<file path="config.mk">
export PLATFORM = sky130hd
export DESIGN_NAME = darkspi_slave_flat
export DESIGN_NICKNAME = d
export VERILOG_FILES = /design/src/rtl/darkspi_slave_if.sv /design/src/rtl/darkspi_slave.sv /design/src/flat_wrapper.sv
export SDC_FILE = /design/constraint.sdc
export NUM_CORES = 1
export LEC_CHECK = 0
export BUFFER_PORTS_ARGS = -buffer_cell sky130_fd_sc_hd__buf_2
export CORE_ASPECT_RATIO = 0.7
export CORE_UTILIZATION = 58
export CTS_BUF_LIST = sky130_fd_sc_hd__clkbuf_4 sky130_fd_sc_hd__clkbuf_8
export DETAILED_ROUTE_END_ITERATION = 16
export PLACE_DENSITY = 0.81
export SYNTH_ARGS = -nofsm -noshare
export SYNTH_HDL_FRONTEND = slang
export SYNTH_SLANG_ARGS = --single-unit
</file>
<file path="constraint.sdc">
create_clock -name CLK -period 2.4 [get_ports CLK]
set_clock_uncertainty 0.2 [all_clocks]
set_input_delay 0.72 -clock CLK [delete_from_list [all_inputs] [get_ports CLK]]
set_output_delay 0.72 -clock CLK [all_outputs]
set_load 0.02 [all_outputs]
</file>
<file path="src/rtl/darkspi_slave_if.sv">
// Signal bundle for darkspi_slave: SPI pins plus the byte-wide local RX/TX handshakes.
interface darkspi_slave_if #(
   parameter int unsigned WIDTH = 8
);
   logic             SPI_SCK;
   logic             SPI_MOSI;
   logic             SPI_CSN;
   logic             SPI_MISO;
   logic             SPI_MISO_OE;
   logic [WIDTH-1:0] TX_DATA;
   logic             TX_VALID;
   logic             TX_READY;
   logic [WIDTH-1:0] RX_DATA;
   logic             RX_VALID;
   logic             RX_READY;
   logic             BUSY;
   logic             OVERRUN;
   logic             UNDERRUN;
   logic             ERR_CLR;

   modport slave (
      input  SPI_SCK, SPI_MOSI, SPI_CSN, TX_DATA, TX_VALID, RX_READY, ERR_CLR,
      output SPI_MISO, SPI_MISO_OE, TX_READY, RX_DATA, RX_VALID, BUSY, OVERRUN, UNDERRUN
   );

   modport master (
      output SPI_SCK, SPI_MOSI, SPI_CSN, TX_DATA, TX_VALID, RX_READY, ERR_CLR,
      input  SPI_MISO, SPI_MISO_OE, TX_READY, RX_DATA, RX_VALID, BUSY, OVERRUN, UNDERRUN
   );
endinterface

</file>
<file path="src/rtl/darkspi_slave.sv">
// SPI mode-0 responder, MSB first. SPI pins are oversampled in the CLK domain; words are
// exchanged with local logic through valid/ready handshakes with sticky error flags.
module darkspi_slave #(
   parameter int unsigned      WIDTH       = 8,
   parameter int unsigned      SYNC_STAGES = 2,
   parameter logic [WIDTH-1:0] IDLE_WORD   = 8'hFF
) (
   input logic            CLK,
   input logic            RES,
   darkspi_slave_if.slave bus
);

   localparam int unsigned    CW       = $clog2(WIDTH + 1);
   localparam logic [CW-1:0] LAST_BIT = CW'(WIDTH - 1);

   logic [SYNC_STAGES-1:0] sck_sync, mosi_sync, csn_sync;
   logic                   sck_dly, csn_dly;
   logic                   sck_s, mosi_s, csn_s;
   logic                   selected, sck_rise, sck_fall, csn_fall, csn_rise, tx_load;

   logic [CW-1:0]    cnt_q, cnt_d;
   logic             done_q, done_d;
   logic [WIDTH-1:0] rx_shift_q, rx_shift_d, rx_word;
   logic [WIDTH-1:0] tx_shift_q, tx_shift_d;
   logic [WIDTH-1:0] hold_q, hold_d;
   logic             hold_full_q, hold_full_d;
   logic [WIDTH-1:0] rx_data_q, rx_data_d;
   logic             rx_valid_q, rx_valid_d;
   logic             overrun_q, overrun_d;
   logic             underrun_q, underrun_d;

   always_ff @(posedge CLK or negedge RES) begin
      if (!RES) begin
         sck_sync  <= '0;
         mosi_sync <= '0;
         csn_sync  <= '1;
         sck_dly   <= 1'b0;
         csn_dly   <= 1'b1;
      end else begin
         sck_sync  <= {sck_sync[SYNC_STAGES-2:0], bus.SPI_SCK};
         mosi_sync <= {mosi_sync[SYNC_STAGES-2:0], bus.SPI_MOSI};
         csn_sync  <= {csn_sync[SYNC_STAGES-2:0], bus.SPI_CSN};
         sck_dly   <= sck_sync[SYNC_STAGES-1];
         csn_dly   <= csn_sync[SYNC_STAGES-1];
      end
   end

   assign sck_s  = sck_sync[SYNC_STAGES-1];
   assign mosi_s = mosi_sync[SYNC_STAGES-1];
   assign csn_s  = csn_sync[SYNC_STAGES-1];

   // SCK edges count only once the select has fully settled low.
   assign selected = ~csn_s & ~csn_dly;
   assign sck_rise = selected & sck_s & ~sck_dly;
   assign sck_fall = selected & ~sck_s & sck_dly;
   assign csn_fall = ~csn_s & csn_dly;
   assign csn_rise = csn_s & ~csn_dly;

   // The falling edge that ends a word fetches the next one; the very first falling edge
   // of a selection never sees cnt_q == 0 together with done_q.
   assign tx_load = csn_fall | (sck_fall & (cnt_q == '0) & done_q);
   assign rx_word = {rx_shift_q[WIDTH-2:0], mosi_s};

   always_comb begin
      cnt_d       = cnt_q;
      done_d      = done_q;
      rx_shift_d  = rx_shift_q;
      tx_shift_d  = tx_shift_q;
      hold_d      = hold_q;
      hold_full_d = hold_full_q;
      rx_data_d   = rx_data_q;
      rx_valid_d  = rx_valid_q;
      overrun_d   = overrun_q;
      underrun_d  = underrun_q;

      // Clear first so a same-cycle error event below overrides it.
      if (bus.ERR_CLR) begin
         overrun_d  = 1'b0;
         underrun_d = 1'b0;
      end
      if (rx_valid_q && bus.RX_READY) rx_valid_d = 1'b0;

      if (csn_fall || csn_rise) begin
         cnt_d      = '0;
         done_d     = 1'b0;
         rx_shift_d = '0;
      end

      if (sck_rise) begin
         rx_shift_d = rx_word;
         if (cnt_q == LAST_BIT) begin
            cnt_d  = '0;
            done_d = 1'b1;
            if (!rx_valid_q || bus.RX_READY) begin
               rx_data_d  = rx_word;
               rx_valid_d = 1'b1;
            end else begin
               overrun_d = 1'b1;
            end
         end else begin
            cnt_d = cnt_q + CW'(1);
         end
      end

      if (tx_load) begin
         if (hold_full_q) begin
            tx_shift_d  = hold_q;
            hold_full_d = 1'b0;
         end else begin
            tx_shift_d = IDLE_WORD;
            underrun_d = 1'b1;
         end
      end else if (sck_fall && (cnt_q != '0)) begin
         tx_shift_d = {tx_shift_q[WIDTH-2:0], 1'b0};
      end

      // Writes land only in an empty holding register, so they never race a load's clear.
      if (bus.TX_VALID && !hold_full_q) begin
         hold_d      = bus.TX_DATA;
         hold_full_d = 1'b1;
      end
   end

   always_ff @(posedge CLK or negedge RES) begin
      if (!RES) begin
         cnt_q       <= '0;
         done_q      <= 1'b0;
         rx_shift_q  <= '0;
         tx_shift_q  <= '0;
         hold_q      <= '0;
         hold_full_q <= 1'b0;
         rx_data_q   <= '0;
         rx_valid_q  <= 1'b0;
         overrun_q   <= 1'b0;
         underrun_q  <= 1'b0;
      end else begin
         cnt_q       <= cnt_d;
         done_q      <= done_d;
         rx_shift_q  <= rx_shift_d;
         tx_shift_q  <= tx_shift_d;
         hold_q      <= hold_d;
         hold_full_q <= hold_full_d;
         rx_data_q   <= rx_data_d;
         rx_valid_q  <= rx_valid_d;
         overrun_q   <= overrun_d;
         underrun_q  <= underrun_d;
      end
   end

   assign bus.SPI_MISO_OE = ~csn_dly;
   assign bus.BUSY        = ~csn_dly;
   assign bus.SPI_MISO    = ~csn_dly & tx_shift_q[WIDTH-1];
   assign bus.TX_READY    = ~hold_full_q;
   assign bus.RX_DATA     = rx_data_q;
   assign bus.RX_VALID    = rx_valid_q;
   assign bus.OVERRUN     = overrun_q;
   assign bus.UNDERRUN    = underrun_q;

endmodule

</file>
<file path="src/flat_wrapper.sv">
// flat-port wrapper written by rule: the top's interface ports become plain ports
module darkspi_slave_flat 
#(
   parameter int unsigned      WIDTH       = 8,
   parameter int unsigned      SYNC_STAGES = 2,
   parameter logic [WIDTH-1:0] IDLE_WORD   = 8'hFF
)
  (CLK, RES, bus_SPI_SCK, bus_SPI_MOSI, bus_SPI_CSN, bus_TX_DATA, bus_TX_VALID, bus_RX_READY, bus_ERR_CLR, bus_SPI_MISO, bus_SPI_MISO_OE, bus_TX_READY, bus_RX_DATA, bus_RX_VALID, bus_BUSY, bus_OVERRUN, bus_UNDERRUN);
  darkspi_slave_if #(.WIDTH(WIDTH)) bus_i ();
  input logic CLK;
  input logic RES;
  input wire logic [$bits(bus_i.SPI_SCK)-1:0] bus_SPI_SCK;
  input wire logic [$bits(bus_i.SPI_MOSI)-1:0] bus_SPI_MOSI;
  input wire logic [$bits(bus_i.SPI_CSN)-1:0] bus_SPI_CSN;
  input wire logic [$bits(bus_i.TX_DATA)-1:0] bus_TX_DATA;
  input wire logic [$bits(bus_i.TX_VALID)-1:0] bus_TX_VALID;
  input wire logic [$bits(bus_i.RX_READY)-1:0] bus_RX_READY;
  input wire logic [$bits(bus_i.ERR_CLR)-1:0] bus_ERR_CLR;
  output wire logic [$bits(bus_i.SPI_MISO)-1:0] bus_SPI_MISO;
  output wire logic [$bits(bus_i.SPI_MISO_OE)-1:0] bus_SPI_MISO_OE;
  output wire logic [$bits(bus_i.TX_READY)-1:0] bus_TX_READY;
  output wire logic [$bits(bus_i.RX_DATA)-1:0] bus_RX_DATA;
  output wire logic [$bits(bus_i.RX_VALID)-1:0] bus_RX_VALID;
  output wire logic [$bits(bus_i.BUSY)-1:0] bus_BUSY;
  output wire logic [$bits(bus_i.OVERRUN)-1:0] bus_OVERRUN;
  output wire logic [$bits(bus_i.UNDERRUN)-1:0] bus_UNDERRUN;
  assign bus_i.SPI_SCK = bus_SPI_SCK;
  assign bus_i.SPI_MOSI = bus_SPI_MOSI;
  assign bus_i.SPI_CSN = bus_SPI_CSN;
  assign bus_i.TX_DATA = bus_TX_DATA;
  assign bus_i.TX_VALID = bus_TX_VALID;
  assign bus_i.RX_READY = bus_RX_READY;
  assign bus_i.ERR_CLR = bus_ERR_CLR;
  assign bus_SPI_MISO = bus_i.SPI_MISO;
  assign bus_SPI_MISO_OE = bus_i.SPI_MISO_OE;
  assign bus_TX_READY = bus_i.TX_READY;
  assign bus_RX_DATA = bus_i.RX_DATA;
  assign bus_RX_VALID = bus_i.RX_VALID;
  assign bus_BUSY = bus_i.BUSY;
  assign bus_OVERRUN = bus_i.OVERRUN;
  assign bus_UNDERRUN = bus_i.UNDERRUN;
  darkspi_slave #(.WIDTH(WIDTH), .SYNC_STAGES(SYNC_STAGES), .IDLE_WORD(IDLE_WORD)) u_core (.CLK(CLK), .RES(RES), .bus(bus_i));
endmodule
</file>
### After elaboration in Yosys (flattened, before gate mapping)

Cells that the tools add are included.

* add/subtract/negate cells: 1
* equal/unequal tests: 1
* muxes and demuxes: 24
* bitwise operators: 16
* reductions and logical operators: 13

Operator list (count)
* 8-bit 2-to-1 mux: 3
* 1-bit 2-to-1 mux: 16
* 7-bit 2-to-1 mux: 2
* 4-bit 2-to-1 mux: 3
* 1-bit bitwise AND: 10
* 2-bit nonzero test: 3
* 1-bit NOT: 5
* 4-bit by 1-bit adder with 4-bit output, second input constant: 1
* 4-bit by 3-bit equality test with 1-bit output, second input constant: 1
* 4-bit zero test: 1
* 4-bit nonzero test: 1
* 1-bit logical AND: 3
* 3-bit AND reduction: 1
* 1-bit zero test: 2
* 1-bit logical OR: 2
* 1-bit bitwise OR: 1

* bits in registers: 48
* input bits: 16
* output and inout port bits: 15
* logic and storage cells: 70

### Depth between registers and ports, before layout

* word-level depth: 9
* gate-level depth with buffers: 7
* depth with buffers taken out: 6

### Worst setup path before layout

OpenSTA, ideal clock, no wires.

* path type: reg-to-reg
* start: reg u_core.csn_dly
* end: reg u_core.rx_data_q[0] (netlist: u_core.bus.RX_DATA[0])
* library setup time: 125 ps
* arrival: 1778 ps
* data required time: 2075 ps
* setup slack: 297 ps
* stages on the path, launching flop included: 8
* buffers on the path: 1
* clock period less this slack: 2103 ps
* cells stage by stage: dfstp_2 > inv_1 > ha_1 > and2b_2 > nand4_2 > nand2b_4 > buf_6 > mux2_4

* word-level cells in the longest chain between the ends: 5

RTL lines
* start: declaration: RTL line darkspi_slave.sv:17 `logic sck_dly, csn_dly;`
* start signal: assignment: RTL line darkspi_slave.sv:44 `csn_dly <= csn_sync[SYNC_STAGES-1];`
* 1-bit NOT
* named net bus_BUSY: RTL line flat_wrapper.sv:24 `output wire logic [$bits(bus_i.BUSY)-1:0] bus_BUSY;`
* 1-bit bitwise AND: RTL line darkspi_slave.sv:53 `assign selected = ~csn_s & ~csn_dly;`
* 1-bit bitwise AND (2 in a row): RTL line darkspi_slave.sv:54 `assign sck_rise = selected & sck_s & ~sck_dly;`
* 3-bit AND reduction (no line)
* end signal: assignment: RTL line darkspi_slave.sv:143 `rx_data_q <= rx_data_d;`
* end: declaration: RTL line darkspi_slave.sv:27 `logic [WIDTH-1:0] rx_data_q, rx_data_d;`

The timed path passes the listed nets, and every way through them passes these cells.
A chain may end at the register's enable or synchronous reset.

### Worst setup path after layout

* start: reg u_core.csn_dly
* end: reg u_core.rx_data_q[3] (netlist: u_core.bus.RX_DATA[3])

* word-level cells in the longest chain between the ends: 5

RTL lines (RTL line)
* 1-bit NOT: darkspi_slave.sv:53
* 1-bit bitwise AND: darkspi_slave.sv:53
* 1-bit bitwise AND (2 in a row): darkspi_slave.sv:54
* 3-bit AND reduction (no line)

Every way passes these cells.

==> results by group <==
CTS
  – Clock buffer count from CTS: 5
  – Buffers inserted during post-CTS setup optimization: 0
  – Hold-fix buffers at CTS: 0
  – Number of sinks on the clock net: 48
  – TritonCTS clock tree: yes
  – Worst skew pair latency: 300 ps
  – Root Driver: sky130_fd_sc_hd__clkbuf_8
  – Largest buffer count on any clock path: 2
  – Resize count post-CTS: 0
  – Clock H-tree levels: 2
  – Worst-path clk slew: 80 ps

STA
  – Final TNS setup: 0 ps
  – Setup-violating endpoint count in the final report: 0
  – Final number of hold-violating endpoints: 0
  – Worst-case setup margin in the final layout: 291.7 ps
  – Max-slew violation total from the final report: 0
  – Period minus WS final: 2108 ps
  – Max-slew headroom: 70.47%
  – Pin slew with the least headroom to its limit: 442.9 ps
  – Highest attainable clock frequency: 474.3 MHz
  – Ratio of final minimum period to clock period: 87.85%
  – RSZ-0062 raised after global routing: no

Run
  – Max-cap violation count: 0

Routing
  – Initial DRC Count: 115
  – Routed wire length: 3620 um
  – Routed wirelength normalized by instance count: 14.84 um
  – Iteration count of the initial detailed-routing pass: 4
  – DR DRC count: 0
  – Routed Antenna Nets: 0
  – Vias per inst: 5.205
  – Number of vias after detailed routing: 1,270

Placed design
  – Worst Setup Slack post-DPL: 298.8 ps
  – Final RePlAce weighted congestion: 0.7583
  – Port Buffer Count: 30
  – HPWL after detailed placement: 2676 um

Synth
  – Proportion of synthesized chip area in sequential cells: 59.23%
  – Distinct cells, synth: 32
  – Average footprint of a synthesized cell: 12.56 um2
  – Post-synthesis cell type with the largest combined area: sky130_fd_sc_hd__dfrtp_1
  – Synth Net Count: 182
  – Number of synthesis warnings: 0
  – Area share of the largest cell type after synthesis: 55.35%
  – Mapped Cells: 162
  – Register bit total from synthesis: 48
  – Biggest area contributors in the synthesized netlist: sky130_fd_sc_hd__dfrtp_1 (55%), sky130_fd_sc_hd__mux2_4 (5.9%), sky130_fd_sc_hd__mux2_2 (4.4%), sky130_fd_sc_hd__dfstp_2 (3.9%), sky130_fd_sc_hd__nand2_1 (3.5%)
  – Cell area after synthesis: 2034 um2

Floorplanning
  – I/O pin count: 31
  – Standard-cell row count: 17
  – Die Area: 3752 um2
  – Die outline height: 51.55 um
  – Core area: 3254 um2
  – Horiz. Die Dim: 72.79 um
  – Starting utilization of the core area: 62.51%

Final layout
  – Commonest non-fill, non-tap cell in the layout: sky130_fd_sc_hd__dfrtp_1
  – Post-layout utilization of the core: 71.82%
  – Diode insertion count for antenna repair: 0
  – Post-layout net count: 217
  – Share of post-route cells with drive strength above 1: 32.49%
  – Synthesis-to-layout area growth: 14.88%
  – Commonest cells after routing, fill and taps aside: sky130_fd_sc_hd__dfrtp_1 (45), sky130_fd_sc_hd__buf_2 (30), sky130_fd_sc_hd__nand2_1 (19)

Worst hold path
  – Class of the tightest hold or removal check: in -> async

Worst setup path
  – Required @ worst endpoint: 2390 ps
  – Category of the worst setup path capture point: flop
  – Worst r2r dst: u_core.bus.RX_DATA[3]$_DFFE_PN0P_
  – Arr. time, crit path: 2100 ps
  – R2r worst-path depth: 6
  – Critical path peak fanout: 8
  – Worst reg-to-reg setup slack: 290 ps
  – Crit path kind: reg -> reg
  – Reg2Reg Launch Point: u_core.csn_dly$_DFF_PN1_
  – Category of the worst setup path launch point: flop

Power and ir drop
  – Power density over the cells: 741.1 nW/um2
  – Combinational fraction of design power: 14.4%
  – Part of the power in registers: 56.7%
  – P_leak: 1.181 nW
  – Switching power share of the total: 24.97%
  – Cell internal pwr: 0.001300 W
  – Switching power of the nets: 0.0004326 W
  – Maximum VDD drop: 0.0006602 V
  – Clock share of power: 28.9%

Run status
  – Run status: finished clean

Global routing
  – All-layer global routing usage: 23.55%
  – Initial antenna violation count: 0
  – Vias in the first global route: 1,334
  – Remaining global-route overflow: 0
  – Largest net degree at the start of global routing: 31
  – Wire length of the first global-routing pass: 6168 um
[per-layer routing]
layer  global-route usage (%)  up-vias  share of wire (%)
met2                    32.87       31                 43
met5                        0        -                  0
met1                    32.18      612                 50
met4                    15.03        0                2.2
li1                         -      620                  -
met3                    7.364        7                5.0
[worst max-delay path by stage]
stage                                             end  depth (start not counted)                startpoint  slack (ps)
floorplan           u_core.bus.RX_DATA[0]$_DFFE_PN0P_                          7  u_core.csn_dly$_DFF_PN1_         300
global placement    u_core.bus.RX_DATA[4]$_DFFE_PN0P_                          6  u_core.csn_dly$_DFF_PN1_         400
detailed placement  u_core.bus.RX_DATA[3]$_DFFE_PN0P_                          6  u_core.csn_dly$_DFF_PN1_         300
CTS                 u_core.bus.RX_DATA[3]$_DFFE_PN0P_                          6  u_core.csn_dly$_DFF_PN1_         290
global route         u_core.tx_shift_q[1]$_DFFE_PN0P_                          7  u_core.csn_dly$_DFF_PN1_         220
finish              u_core.bus.RX_DATA[3]$_DFFE_PN0P_                          6  u_core.csn_dly$_DFF_PN1_         290
[sequential cells by signal, summed over array words and instances (netlist names), 2 cells and up]
name	cells
u_core.bus.RX_DATA	8
u_core.cnt_q	4
u_core.csn_sync	2
u_core.hold_q	8
u_core.mosi_sync	2
u_core.rx_shift_q	7
u_core.sck_sync	2
u_core.tx_shift_q	8
[per-stage QoR]
stage | std cells | total power [W] | hold slack, ps | area (um2)
5_1_grt | 244 | 0.001825 | 158.5 | 2337
3_3_place_gp | 237 | 0.001228 | 132.4 | 2241
6_report | 244 | 0.001732 | 151.8 | 2337
3_5_place_dp | 237 | 0.001250 | 134.7 | 2241
2_1_floorplan | 162 | 0.001147 | 131.2 | 2034
4_1_cts | 244 | 0.001750 | 152.4 | 2337
[cells in the mapped netlist (all sizes together)]
cell type  instances
nand2b             2
mux2              16
clkinv             1
nand4              1
clkbuf             2
o22ai              2
nand2             19
a21oi              7
o31ai              1
o311a              1
o21ai              8
mux2i              7
and2b              2
nand3              1
buf                4
ha                 4
dfstp              3
inv                9
nor2b              3
o31a               1
nor2               3
nor3               7
nand3b             8
a21o               1
a31oi              1
dfrtp             45
and3b              2
and3               1
[layout make-up]
class                      count  area (um2)
inverter                      10       37.54
tap                           47       58.81
timing repair buffer          34       192.7
multi-input combinational     98       747.0
clock buffer                   7       96.34
fill                         254       917.1
sequential                    48        1205
[worst max-delay path, cell delays in order (launching register included)]
cell	delay (ps)
sky130_fd_sc_hd__dfstp_2	550
sky130_fd_sc_hd__inv_1	70
sky130_fd_sc_hd__ha_1	240
sky130_fd_sc_hd__and2b_2	240
sky130_fd_sc_hd__nand4_2	130
sky130_fd_sc_hd__nand2b_4	240
sky130_fd_sc_hd__mux2_4	320
[power groups by stage]
stage	sequential (W)	clock [W]	combinational [W]
2_1_floorplan	0.000978	0	0.000169
3_3_place_gp	0.000988	0	0.000240
3_5_place_dp	0.000998	0	0.000252
4_1_cts	0.000981	0.000515	0.000254
5_1_grt	0.000997	0.000546	0.000283
6_report	0.000982	0.000501	0.000249
[cells by family (layout without fill, tap and decap cells)]
| logic type | Yosys count | count (layout) | synth area share [%] |
|---|---|---|---|
| AOI/OAI and AO/OA | 22 | 22 | 7.011 |
| adders and majority gates | 4 | 4 | 2.460 |
| buffers and inverters | 16 | 51 | 4.059 |
| DFF | 48 | 48 | 59.23 |
| muxes | 23 | 23 | 13.78 |
| and+or+nand+nor | 49 | 49 | 13.47 |
Note: power is estimated with default switching activity, not from simulation.
